[config.mk]
export PLATFORM = sky130hd
export DESIGN_NAME = e203_ifu_flushctrl
export DESIGN_NICKNAME = d
export VERILOG_FILES = /design/src/rtl/e203_ifu_flushctrl.sv
export SDC_FILE = /design/constraint.sdc
export NUM_CORES = 1
export LEC_CHECK = 0
export BUFFER_PORTS_ARGS = -buffer_cell sky130_fd_sc_hd__clkbuf_2
export CORE_MARGIN = 2
export CORE_UTILIZATION = 38
export DETAILED_ROUTE_END_ITERATION = 6
export HOLD_SLACK_MARGIN = 0.08
export PLACE_DENSITY = 0.57
export SLEW_MARGIN = 15
export SYNTH_ARGS = -nofsm -noshare
export SYNTH_HDL_FRONTEND = slang
export SYNTH_SLANG_ARGS = --single-unit
[constraint.sdc]
create_clock -name clk -period 2.75 [get_ports clk]
set_input_delay 0 -clock clk [delete_from_list [all_inputs] [get_ports clk]]
set_output_delay 0 -clock clk [all_outputs]
set_load 0.01 [all_outputs]
[src/rtl/e203_ifu_flushctrl.sv]
// IFU-side flush/halt responder. Owns the fetch PC and the fetch request
// channel, counts outstanding fetches so that responses issued before a
// flush are flagged stale, and grants WFI halt only once the bus is quiet.
module e203_ifu_flushctrl #(
  parameter logic [31:0] RESET_PC = 32'h8000_0000,
  parameter int unsigned OUTS_MAX = 2
) (
  input  logic        clk,
  input  logic        rst,

  input  logic        pipe_flush_req,
  input  logic [31:0] pipe_flush_add_op1,
  input  logic [31:0] pipe_flush_add_op2,
  output logic        pipe_flush_ack,

  input  logic        wfi_halt_ifu_req,
  output logic        wfi_halt_ifu_ack,

  output logic        ifu_req_valid,
  input  logic        ifu_req_ready,
  output logic [31:0] ifu_req_pc,

  input  logic        ifu_rsp_valid,
  output logic        ifu_rsp_stale
);

  typedef enum logic [1:0] {
    ST_RUN   = 2'd0,  // fetching normally
    ST_DRAIN = 2'd1,  // waiting for pre-flush fetches to return
    ST_HALT  = 2'd2   // fetch halted for WFI, bus idle
  } state_e;

  localparam logic [1:0] OUTS_LIMIT = 2'(OUTS_MAX);

  state_e      state_q, state_d;
  logic [31:0] pc_q, pc_d;
  logic [1:0]  outs_cnt_q, outs_cnt_d;
  logic [1:0]  stale_cnt_q, stale_cnt_d;

  logic        flush_acc;
  logic        req_hsk;
  logic        rsp_hsk;
  logic [31:0] redirect_sum;

  // A flush is taken the same cycle it is presented, in any state.
  assign flush_acc      = pipe_flush_req & ~rst;
  assign pipe_flush_ack = flush_acc;

  assign ifu_req_valid  = (state_q == ST_RUN) & ~pipe_flush_req & ~wfi_halt_ifu_req
                        & (outs_cnt_q < OUTS_LIMIT) & ~rst;
  assign ifu_req_pc     = pc_q;
  assign req_hsk        = ifu_req_valid & ifu_req_ready;

  // A response with nothing outstanding is a protocol error and is dropped.
  assign rsp_hsk        = ifu_rsp_valid & (outs_cnt_q != 2'd0);
  assign ifu_rsp_stale  = ifu_rsp_valid & (stale_cnt_q != 2'd0);

  assign wfi_halt_ifu_ack = (state_q == ST_HALT);

  // Redirect target: carry out of bit 31 is dropped, bit 0 forced low.
  assign redirect_sum = pipe_flush_add_op1 + pipe_flush_add_op2;

  // Fetch PC: redirect on flush, otherwise advance on each accepted request.
  always_comb begin
    // NOTE: every always_comb output gets a default first so no path leaves it unassigned (no latch).
    pc_d = pc_q;
    if (flush_acc) begin
      pc_d = redirect_sum & ~32'h1;
    end else if (req_hsk) begin
      pc_d = pc_q + 32'd4;
    end
  end

  // Outstanding and stale fetch counters.
  always_comb begin
    outs_cnt_d  = outs_cnt_q;
    stale_cnt_d = stale_cnt_q;
    if (req_hsk && !rsp_hsk) begin
      outs_cnt_d = outs_cnt_q + 2'd1;
    end else if (!req_hsk && rsp_hsk) begin
      outs_cnt_d = outs_cnt_q - 2'd1;
    end
    if (flush_acc) begin
      // Everything still in flight after this cycle's response is stale.
      stale_cnt_d = outs_cnt_q - {1'b0, rsp_hsk};
    end else if (rsp_hsk && (stale_cnt_q != 2'd0)) begin
      stale_cnt_d = stale_cnt_q - 2'd1;
    end
  end

  // Next-state logic for RUN / DRAIN / HALT.
  always_comb begin
    state_d = state_q;
    if (flush_acc) begin
      if (wfi_halt_ifu_req && (stale_cnt_d == 2'd0)) begin
        state_d = ST_HALT;
      end else if (stale_cnt_d != 2'd0) begin
        state_d = ST_DRAIN;
      end else begin
        state_d = ST_RUN;
      end
    end else begin
      unique case (state_q)
        ST_RUN: begin
          if (wfi_halt_ifu_req && (outs_cnt_d == 2'd0)) state_d = ST_HALT;
        end
        ST_DRAIN: begin
          if (stale_cnt_d == 2'd0) state_d = wfi_halt_ifu_req ? ST_HALT : ST_RUN;
        end
        ST_HALT: begin
          if (!wfi_halt_ifu_req) state_d = ST_RUN;
        end
        default: state_d = ST_RUN;
      endcase
    end
  end

  // State registers with synchronous reset.
  always_ff @(posedge clk) begin
    // NOTE: sequential state uses non-blocking assignments so all flops update together at the edge.
    if (rst) begin
      state_q     <= ST_RUN;
      pc_q        <= RESET_PC;
      outs_cnt_q  <= 2'd0;
      stale_cnt_q <= 2'd0;
    end else begin
      state_q     <= state_d;
      pc_q        <= pc_d;
      outs_cnt_q  <= outs_cnt_d;
      stale_cnt_q <= stale_cnt_d;
    end
  end

endmodule
==> results of run 1 <==
[cell type report]
cell class              count  area (µm²)  share of cell area, %
flip-flops and latches     37         741                   15.9
clock inverters             1        30.0                  0.647
clock buffers               7        86.3                   1.86
well taps                 133         166                   3.58
repair buffers            109         561                   12.1
inverters                  18        67.6                   1.45
multi-input cells         419        2990                   64.4
[state kept, by name, indices dropped and copies added, names as in the netlist]
| name | count |
|---|---|
| ifu_req_pc | 31 |
| outs_cnt_q | 2 |
| stale_cnt_q | 2 |
| state_q | 2 |
[synthesized netlist by cell type (2+ instances only)]
| master | count | area (µm²) |
|---|---|---|
| a21o_1 | 16 | 120 |
| nand4_1 | 12 | 75.1 |
| a22oi_1 | 3 | 22.5 |
| o21bai_1 | 4 | 30.0 |
| nand4_2 | 3 | 37.5 |
| a21oi_1 | 47 | 235 |
| o211ai_1 | 2 | 15.0 |
| or2_2 | 3 | 18.8 |
| a31oi_1 | 5 | 31.3 |
| nand2_1 | 32 | 120 |
| xor2_1 | 21 | 184 |
| and2_1 | 6 | 37.5 |
| dfxtp_1 | 37 | 741 |
| o21ai_1 | 3 | 15.0 |
| nor2_2 | 4 | 25.0 |
| a311oi_1 | 4 | 35.0 |
| o21ai_0 | 21 | 105 |
| ha_1 | 34 | 425 |
| a221oi_1 | 2 | 17.5 |
| o31ai_1 | 2 | 15.0 |
| o22ai_1 | 4 | 25.0 |
| buf_1 | 2 | 7.51 |
| mux2i_1 | 4 | 40.0 |
| nor4_1 | 2 | 12.5 |
| nor2b_1 | 8 | 50.1 |
| clkbuf_1 | 12 | 45.0 |
| nand3_1 | 16 | 80.1 |
| buf_2 | 4 | 20.0 |
| a41o_1 | 2 | 20.0 |
| inv_1 | 18 | 67.6 |
| a211oi_2 | 4 | 50.1 |
| a211oi_1 | 18 | 135 |
| nand3b_1 | 3 | 22.5 |
| and3_1 | 12 | 75.1 |
| nor3_1 | 9 | 45.0 |
| nor3b_1 | 5 | 37.5 |
| nor4_4 | 2 | 42.5 |
| nor2_1 | 41 | 154 |
| o21a_1 | 2 | 15.0 |
| o21ai_2 | 2 | 17.5 |
| xnor2_1 | 22 | 193 |
| nand2b_1 | 6 | 37.5 |
| o31a_1 | 2 | 17.5 |
[stage by stage]
step,total power [W],cell area (µm²)
finish,0.00196,4640
global route,0.00210,4640
CTS,0.00197,4640
detailed placement,0.00148,4520
global placement,0.00147,4520
floorplan,0.00124,3880
[layer usage]
layer / routed length (µm) / vias up / share of wire [%] / GRT usage (%)
li1: - / 2029 / - / -
met3: 502 / 11 / 4.7 / 2.31
met5: 0 / - / 0 / 0
met2: 4930 / 105 / 46 / 31.9
met4: 78 / 0 / 0.73 / 3.43
met1: 5150 / 1810 / 48 / 27.1
[worst max path at each step]
stage / start / endpoint / cells after the start
floorplan: ifu_req_pc[2] / ifu_req_pc[22] / 9
global placement: pipe_flush_add_op1[9] / ifu_req_pc[27] / 10
detailed placement: pipe_flush_add_op1[9] / ifu_req_pc[27] / 10
CTS: ifu_req_pc[2] / ifu_req_pc[22] / 9
global route: ifu_req_pc[2] / ifu_req_pc[22] / 9
finish: ifu_req_pc[2] / ifu_req_pc[22] / 9
[logic make-up after synthesis]
kind of cell / synth area share (%)
AND/OR/NAND/NOR: 25.7
AO/OA/AOI/OAI: 28.5
XOR/XNOR: 9.70
flip-flops: 19.1
buffers and inverters: 3.80
adder cells (fa/ha/maj): 11.5
multiplexers: 1.61
other: 0.0966
[power breakdown]
part           leakage, nW  internal (W)  switching [W]
clock network       0.0585      0.000296       0.000195
registers            0.306      0.000596      0.0000754
logic                 1.74      0.000353       0.000442
total                 2.11       0.00125       0.000713
[worst max-delay path, cell delays in order (launching register included)]
cell and delay (ns):
dfxtp_1 0.40, ha_1 0.24, nand3_2 0.14, or3_4 0.43, nor3_4 0.24, nand4_2 0.23, nor2_2 0.15, xor2_1 0.20
nor2_1 0.07, nor4_2 0.25
[what timing repair did]
item,4_1_cts,5_1_grt
hold buffers,1,0
hold endpoints to repair,1,0
setup endpoints to repair,0,0
==> load_flow_metrics.sql, run 1 <==
INSERT INTO impl_metrics (metric_group, metric, value, unit) VALUES
('logic_synthesis', 'number_of_enable_type_register_cells_in_the_synthesized_netlist', '0', ''),
('min_path', 'hold_depth', '4', ''),
('clock_tree', 'cts.clk_slew.worst_paths', '0.08', 'ns'),
('worst_setup_path', 'crit-reg2reg-launch', 'ifu_req_pc[2]', ''),
('logic_synthesis', 'postSynth.asyncResetShare', '0', '%'),
('floorplanning', 'die_area', '0.0110', 'mm²'),
('global_routing', 'antenna_found_initial', '0', ''),
('logic_synthesis', 'post_synth_instance_area', '0.00388', 'mm²'),
('timing', 'setup_viol_count_final', '0', ''),
('timing', 'timing.final.ws_setup', '0.330', 'ns'),
('timing', 'clock-skew-final', '0.00941', 'ns'),
('logic_synthesis', 'netlist_instances', '493', ''),
('pwr', 'highest_ir_drop_seen_on_vdd', '0.178', 'mV'),
('detailed_routing', 'detailedRoute.firstPassIterationCount', '5', ''),
('timing', 'max_slew_margin', '65.4', '%'),
('worst_setup_path', 'cp-start-kind', 'flip-flop', ''),
('flow_run', 'cap_violations', '0', ''),
('layout', 'filler_cell_count', '992', ''),
('clock_tree', 'cts_buffers', '5', ''),
('timing', 'setup_tns', '0', 'ns'),
('worst_setup_path', 'timing.rr.end', 'ifu_req_pc[22]', ''),
('layout', 'design.final.nets', '695', ''),
('layout', 'drive_above_1_share', '25.2', '%'),
('timing', 'fmax', '413', 'MHz'),
('clock_tree', 'count_of_cells_resized_by_post_cts_repair', '0', ''),
('min_path', 'hp-class', 'primary input to flip-flop', ''),
('logic_synthesis', 'synth_seq_cells', '37', ''),
('logic_synthesis', 'synth.yosys.seq_area_share', '19.1', '%'),
('detailed_routing', 'vias_per_cell', '5.46', ''),
('clock_tree', 'tritoncts', 'built', ''),
('logic_synthesis', 'yosysUniqueCellTypes', '75', ''),
('floorplanning', 'die_width', '105', 'µm'),
('timing', 'hold_violations', '0', ''),
('logic_synthesis', 'yosys_warnings', '0', ''),
('worst_setup_path', 'depth_of_the_worst_register_to_register_path', '9', ''),
('timing', 'setup_repair_after_global_routing_missed_its_margin', 'false', ''),
('clock_tree', 'clockRootBuffer', 'clkbuf_8', ''),
('clock_tree', 'cts_max_level', '2', ''),
('detailed_routing', 'wl_per_cell', '14.7', 'µm'),
('place', 'place.gp.congestion', '0.903', ''),
('worst_setup_path', 'r2r_setup_slack', '0.33', 'ns'),
('floorplanning', 'fp.dieH', '105', 'µm'),
('global_routing', 'grt_pass1_wl', '17.8', 'mm'),
('global_routing', 'grt.overflow.total', '0', ''),
('layout', 'synth_to_layout_area_growth', '19.7', '%'),
('place', 'placed_cells_incl_taps', '715', ''),
('logic_synthesis', 'mappedNetlistNets', '598', ''),
('worst_setup_path', 'worstPathMaxFanout', '5', ''),
('timing', 'whs', '0.109', 'ns'),
('min_path', 'hold_path_end', 'ifu_req_pc[31]', ''),
('floorplanning', 'placeableCoreArea', '0.00986', 'mm²'),
('worst_setup_path', 'worstPathArrival', '2.62', 'ns'),
('detailed_routing', 'route.detailed.drc', '0', ''),
('layout', 'most_frequent_standard_cell_in_the_layout_excluding_fill_and_tap_cells', 'clkbuf_2', ''),
('timing', 'post-route-period-util', '88.0', '%'),
('layout', 'antenna_cells_inserted', '0', ''),
('place', 'count_of_buffers_inserted_at_the_top_level_ports', '104', ''),
('logic_synthesis', 'syn_area_per_cell', '7.87', 'µm²'),
('clock_tree', 'cts.sink_count', '37', ''),
('timing', 'worst-slew-pin-transition', '0.519', 'ns'),
('worst_setup_path', 'critical_path_class', 'flip-flop to flip-flop', ''),
('layout', 'most-common-layout-cells', '104 x clkbuf_2, 47 x a21oi_1, 41 x nor2_1', ''),
('layout', 'fin_cells', '724', ''),
('worst_setup_path', 'endpoint_kind', 'flip-flop', ''),
('status', 'status', 'completed', ''),
('timing', 'fin_crit', '2.42', 'ns'),
('pwr', 'cellPowerDensity', '422', 'mW/mm²'),
('detailed_routing', 'detail-route-antenna-nets', '0', ''),
('place', 'place_ws', '0.271', 'ns'),
('clock_tree', 'post_cts.repair.setup_buffers', '0', ''),
('worst_setup_path', 'endpoint_required_time_on_the_critical_path', '2.95', 'ns');
Power figures use the tool's default switching activity.
==> run 2, diff against run 1 <==
--- a/config.mk
+++ b/config.mk
@@ -6,6 +6,7 @@
 export NUM_CORES = 1
 export LEC_CHECK = 0
 export BUFFER_PORTS_ARGS = -buffer_cell sky130_fd_sc_hd__clkbuf_2
+export CORE_ASPECT_RATIO = 1.25
 export CORE_MARGIN = 2
 export CORE_UTILIZATION = 38
 export DETAILED_ROUTE_END_ITERATION = 6
==> load_flow_metrics.sql, run 2 (synthesis gave the netlist of run 1 again) <==
INSERT INTO impl_metrics (metric_group, metric, value, unit) VALUES
('status', 'status', 'completed', ''),
('worst_setup_path', 'timing.rr.end', 'ifu_req_pc[28]', ''),
('detailed_routing', 'routed_wl', '10.6', 'mm'),
('floorplanning', 'initial_utilization', '38.8', '%'),
('detailed_routing', 'detailedRoute.firstPassIterationCount', '4', ''),
('timing', 'setup_repair_after_global_routing_missed_its_margin', 'false', ''),
('clock_tree', 'cts.clk_slew.worst_paths', '0.05', 'ns'),
('global_routing', 'maximum_number_of_pins_on_one_net_before_global_route_repair', '51', ''),
('clock_tree', 'clockRootBuffer', 'clkbuf_16', ''),
('detailed_routing', 'first_iter_violations', '171', ''),
('layout', 'antenna_cells_inserted', '0', ''),
('timing', 'worst-slew-pin-transition', '0.512', 'ns'),
('clock_tree', 'clock_tree.buffer_depth', '2', ''),
('clock_tree', 'worstSkewPairLatency', '0.28', 'ns'),
('timing', 'pins_over_slew_limit', '0', ''),
('floorplanning', 'floorplan.io_pins', '106', ''),
('worst_setup_path', 'cp-start-kind', 'flip-flop', ''),
('timing', 'max_slew_margin', '65.7', '%'),
('floorplanning', 'fp.dieH', '117', 'µm'),
('worst_setup_path', 'endpoint_kind', 'flip-flop', ''),
('floorplanning', 'fp-row-count', '41', ''),
('worst_setup_path', 'endpoint_required_time_on_the_critical_path', '2.92', 'ns'),
('clock_tree', 'cts_max_level', '2', ''),
('place', 'place_ws', '0.345', 'ns'),
('worst_setup_path', 'worstSetupEndpoint', 'ifu_req_pc[28]', ''),
('layout', 'most_frequent_standard_cell_in_the_layout_excluding_fill_and_tap_cells', 'clkbuf_2', ''),
('timing', 'clock-skew-final', '0.00648', 'ns'),
('worst_setup_path', 'critical_path_class', 'flip-flop to flip-flop', ''),
('timing', 'whs', '0.119', 'ns'),
('min_path', 'hp-class', 'primary input to flip-flop', ''),
('worst_setup_path', 'depth_of_the_worst_register_to_register_path', '9', ''),
('timing', 'fin_crit', '2.44', 'ns'),
('detailed_routing', 'detail-route-antenna-nets', '0', ''),
('place', 'dp_hpwl', '8.42', 'mm'),
('layout', 'synth_to_layout_area_growth', '20.2', '%'),
('worst_setup_path', 'crit-reg2reg-launch', 'ifu_req_pc[2]', ''),
('clock_tree', 'cts.sink_count', '37', ''),
('layout', 'drive_above_1_share', '25.1', '%'),
('global_routing', 'antenna_found_initial', '0', ''),
('layout', 'most-common-layout-cells', '104 x clkbuf_2, 47 x a21oi_1, 41 x nor2_1', ''),
('worst_setup_path', 'worstSetupStartpoint', 'ifu_req_pc[2]', ''),
('global_routing', 'grt.overflow.total', '0', ''),
('floorplanning', 'die_area', '0.0110', 'mm²'),
('clock_tree', 'post_cts.repair.setup_buffers', '0', ''),
('timing', 'fmax', '409', 'MHz'),
('place', 'count_of_buffers_inserted_at_the_top_level_ports', '104', ''),
('detailed_routing', 'via_count', '3963', ''),
('worst_setup_path', 'worstPathMaxFanout', '5', ''),
('flow_run', 'cap_violations', '0', ''),
('detailed_routing', 'wl_per_cell', '14.8', 'µm'),
('floorplanning', 'die_width', '94.4', 'µm'),
('timing', 'setup_tns', '0', 'ns'),
('timing', 'post-route-period-util', '88.8', '%'),
('layout', 'design.final.nets', '695', ''),
('min_path', 'hp-start', 'pipe_flush_add_op1[31]', ''),
('global_routing', 'grt_pass1_vias', '3672', ''),
('clock_tree', 'tritoncts', 'built', ''),
('pwr', 'power_leakage', '2.12', 'nW'),
('place', 'place.gp.congestion', '0.925', ''),
('detailed_routing', 'vias_per_cell', '5.51', ''),
('worst_setup_path', 'worstPathArrival', '2.61', 'ns'),
('pwr', 'highest_ir_drop_seen_on_vdd', '0.246', 'mV'),
('detailed_routing', 'route.detailed.drc', '0', ''),
('floorplanning', 'placeableCoreArea', '0.0100', 'mm²'),
('timing', 'hold_violations', '0', ''),
('pwr', 'cellPowerDensity', '438', 'mW/mm²'),
('global_routing', 'grt_usage', '19.6', '%'),
('timing', 'setup_viol_count_final', '0', ''),
('worst_setup_path', 'r2r_setup_slack', '0.31', 'ns'),
('global_routing', 'grt_pass1_wl', '17.5', 'mm'),
('timing', 'timing.final.ws_setup', '0.307', 'ns'),
('clock_tree', 'cts_buffers', '5', ''),
('layout', 'largest_register_ffs', '31', '');
[run 2: power breakdown]
group | internal, W | leakage [nW] | switching (W) | total (W)
Clock | 0.000356 | 0.0700 | 0.000213 | 0.000569
Combinational | 0.000355 | 1.74 | 0.000447 | 0.000802
Sequential | 0.000597 | 0.306 | 0.0000754 | 0.000672
Total | 0.00131 | 2.12 | 0.000736 | 0.00204
[run 2: metal layers]
metal  up-vias  global-route usage (%)  share of wire [%]
met5         -                       0                  0
met4         0                    5.31                1.2
met3         9                    3.20                4.4
met2        88                    33.7                 49
met1      1843                    25.4                 46
li1       2023                       -                  -
[run 2: how the worst min path moves through the flow]
| stage | end | slack (ns) | cells after the start |
|---|---|---|---|
| final | ifu_req_pc[31] | 0.12 | 4 |
| after global routing | ifu_req_pc[31] | 0.17 | 3 |
| after CTS | ifu_req_pc[31] | 0.13 | 4 |
| after detailed placement | state_q[1] | 0.29 | 2 |
| after global placement | state_q[1] | 0.29 | 2 |
| after floorplan | ifu_rsp_stale | 0.14 | 1 |
[run 2: cell type report]
| type | instances | area [µm²] |
|---|---|---|
| clock buffer | 7 | 143 |
| fill | 1061 | 5340 |
| inverter | 18 | 67.6 |
| multi-input combinational | 419 | 2990 |
| sequential | 37 | 741 |
| tap | 129 | 161 |
| timing repair buffer | 109 | 561 |
[run 2: timing repair]
item	in CTS	in global routing
hold buffers	1	0
hold endpoints to repair	1	0
gates resized for setup	0	0
[run 2: critical path: stages, from the launching register on]
cell and delay (ns):
dfxtp_1 0.40, ha_1 0.24, nand3_2 0.14, or3_4 0.44, nor3_4 0.21, nand4_2 0.22
nor2_2 0.15, xor2_1 0.17, a22oi_1 0.08, a311oi_1 0.28
[run 2: per-stage QoR]
stage	area (µm²)	util (%)	cells	power [W]
floorplan	3880	-	493	0.00124
global placement	4510	45.1	711	0.00148
detailed placement	4510	45.1	711	0.00148
CTS	4670	46.6	719	0.00206
global route	4670	46.6	719	0.00219
finish	4670	46.6	719	0.00204
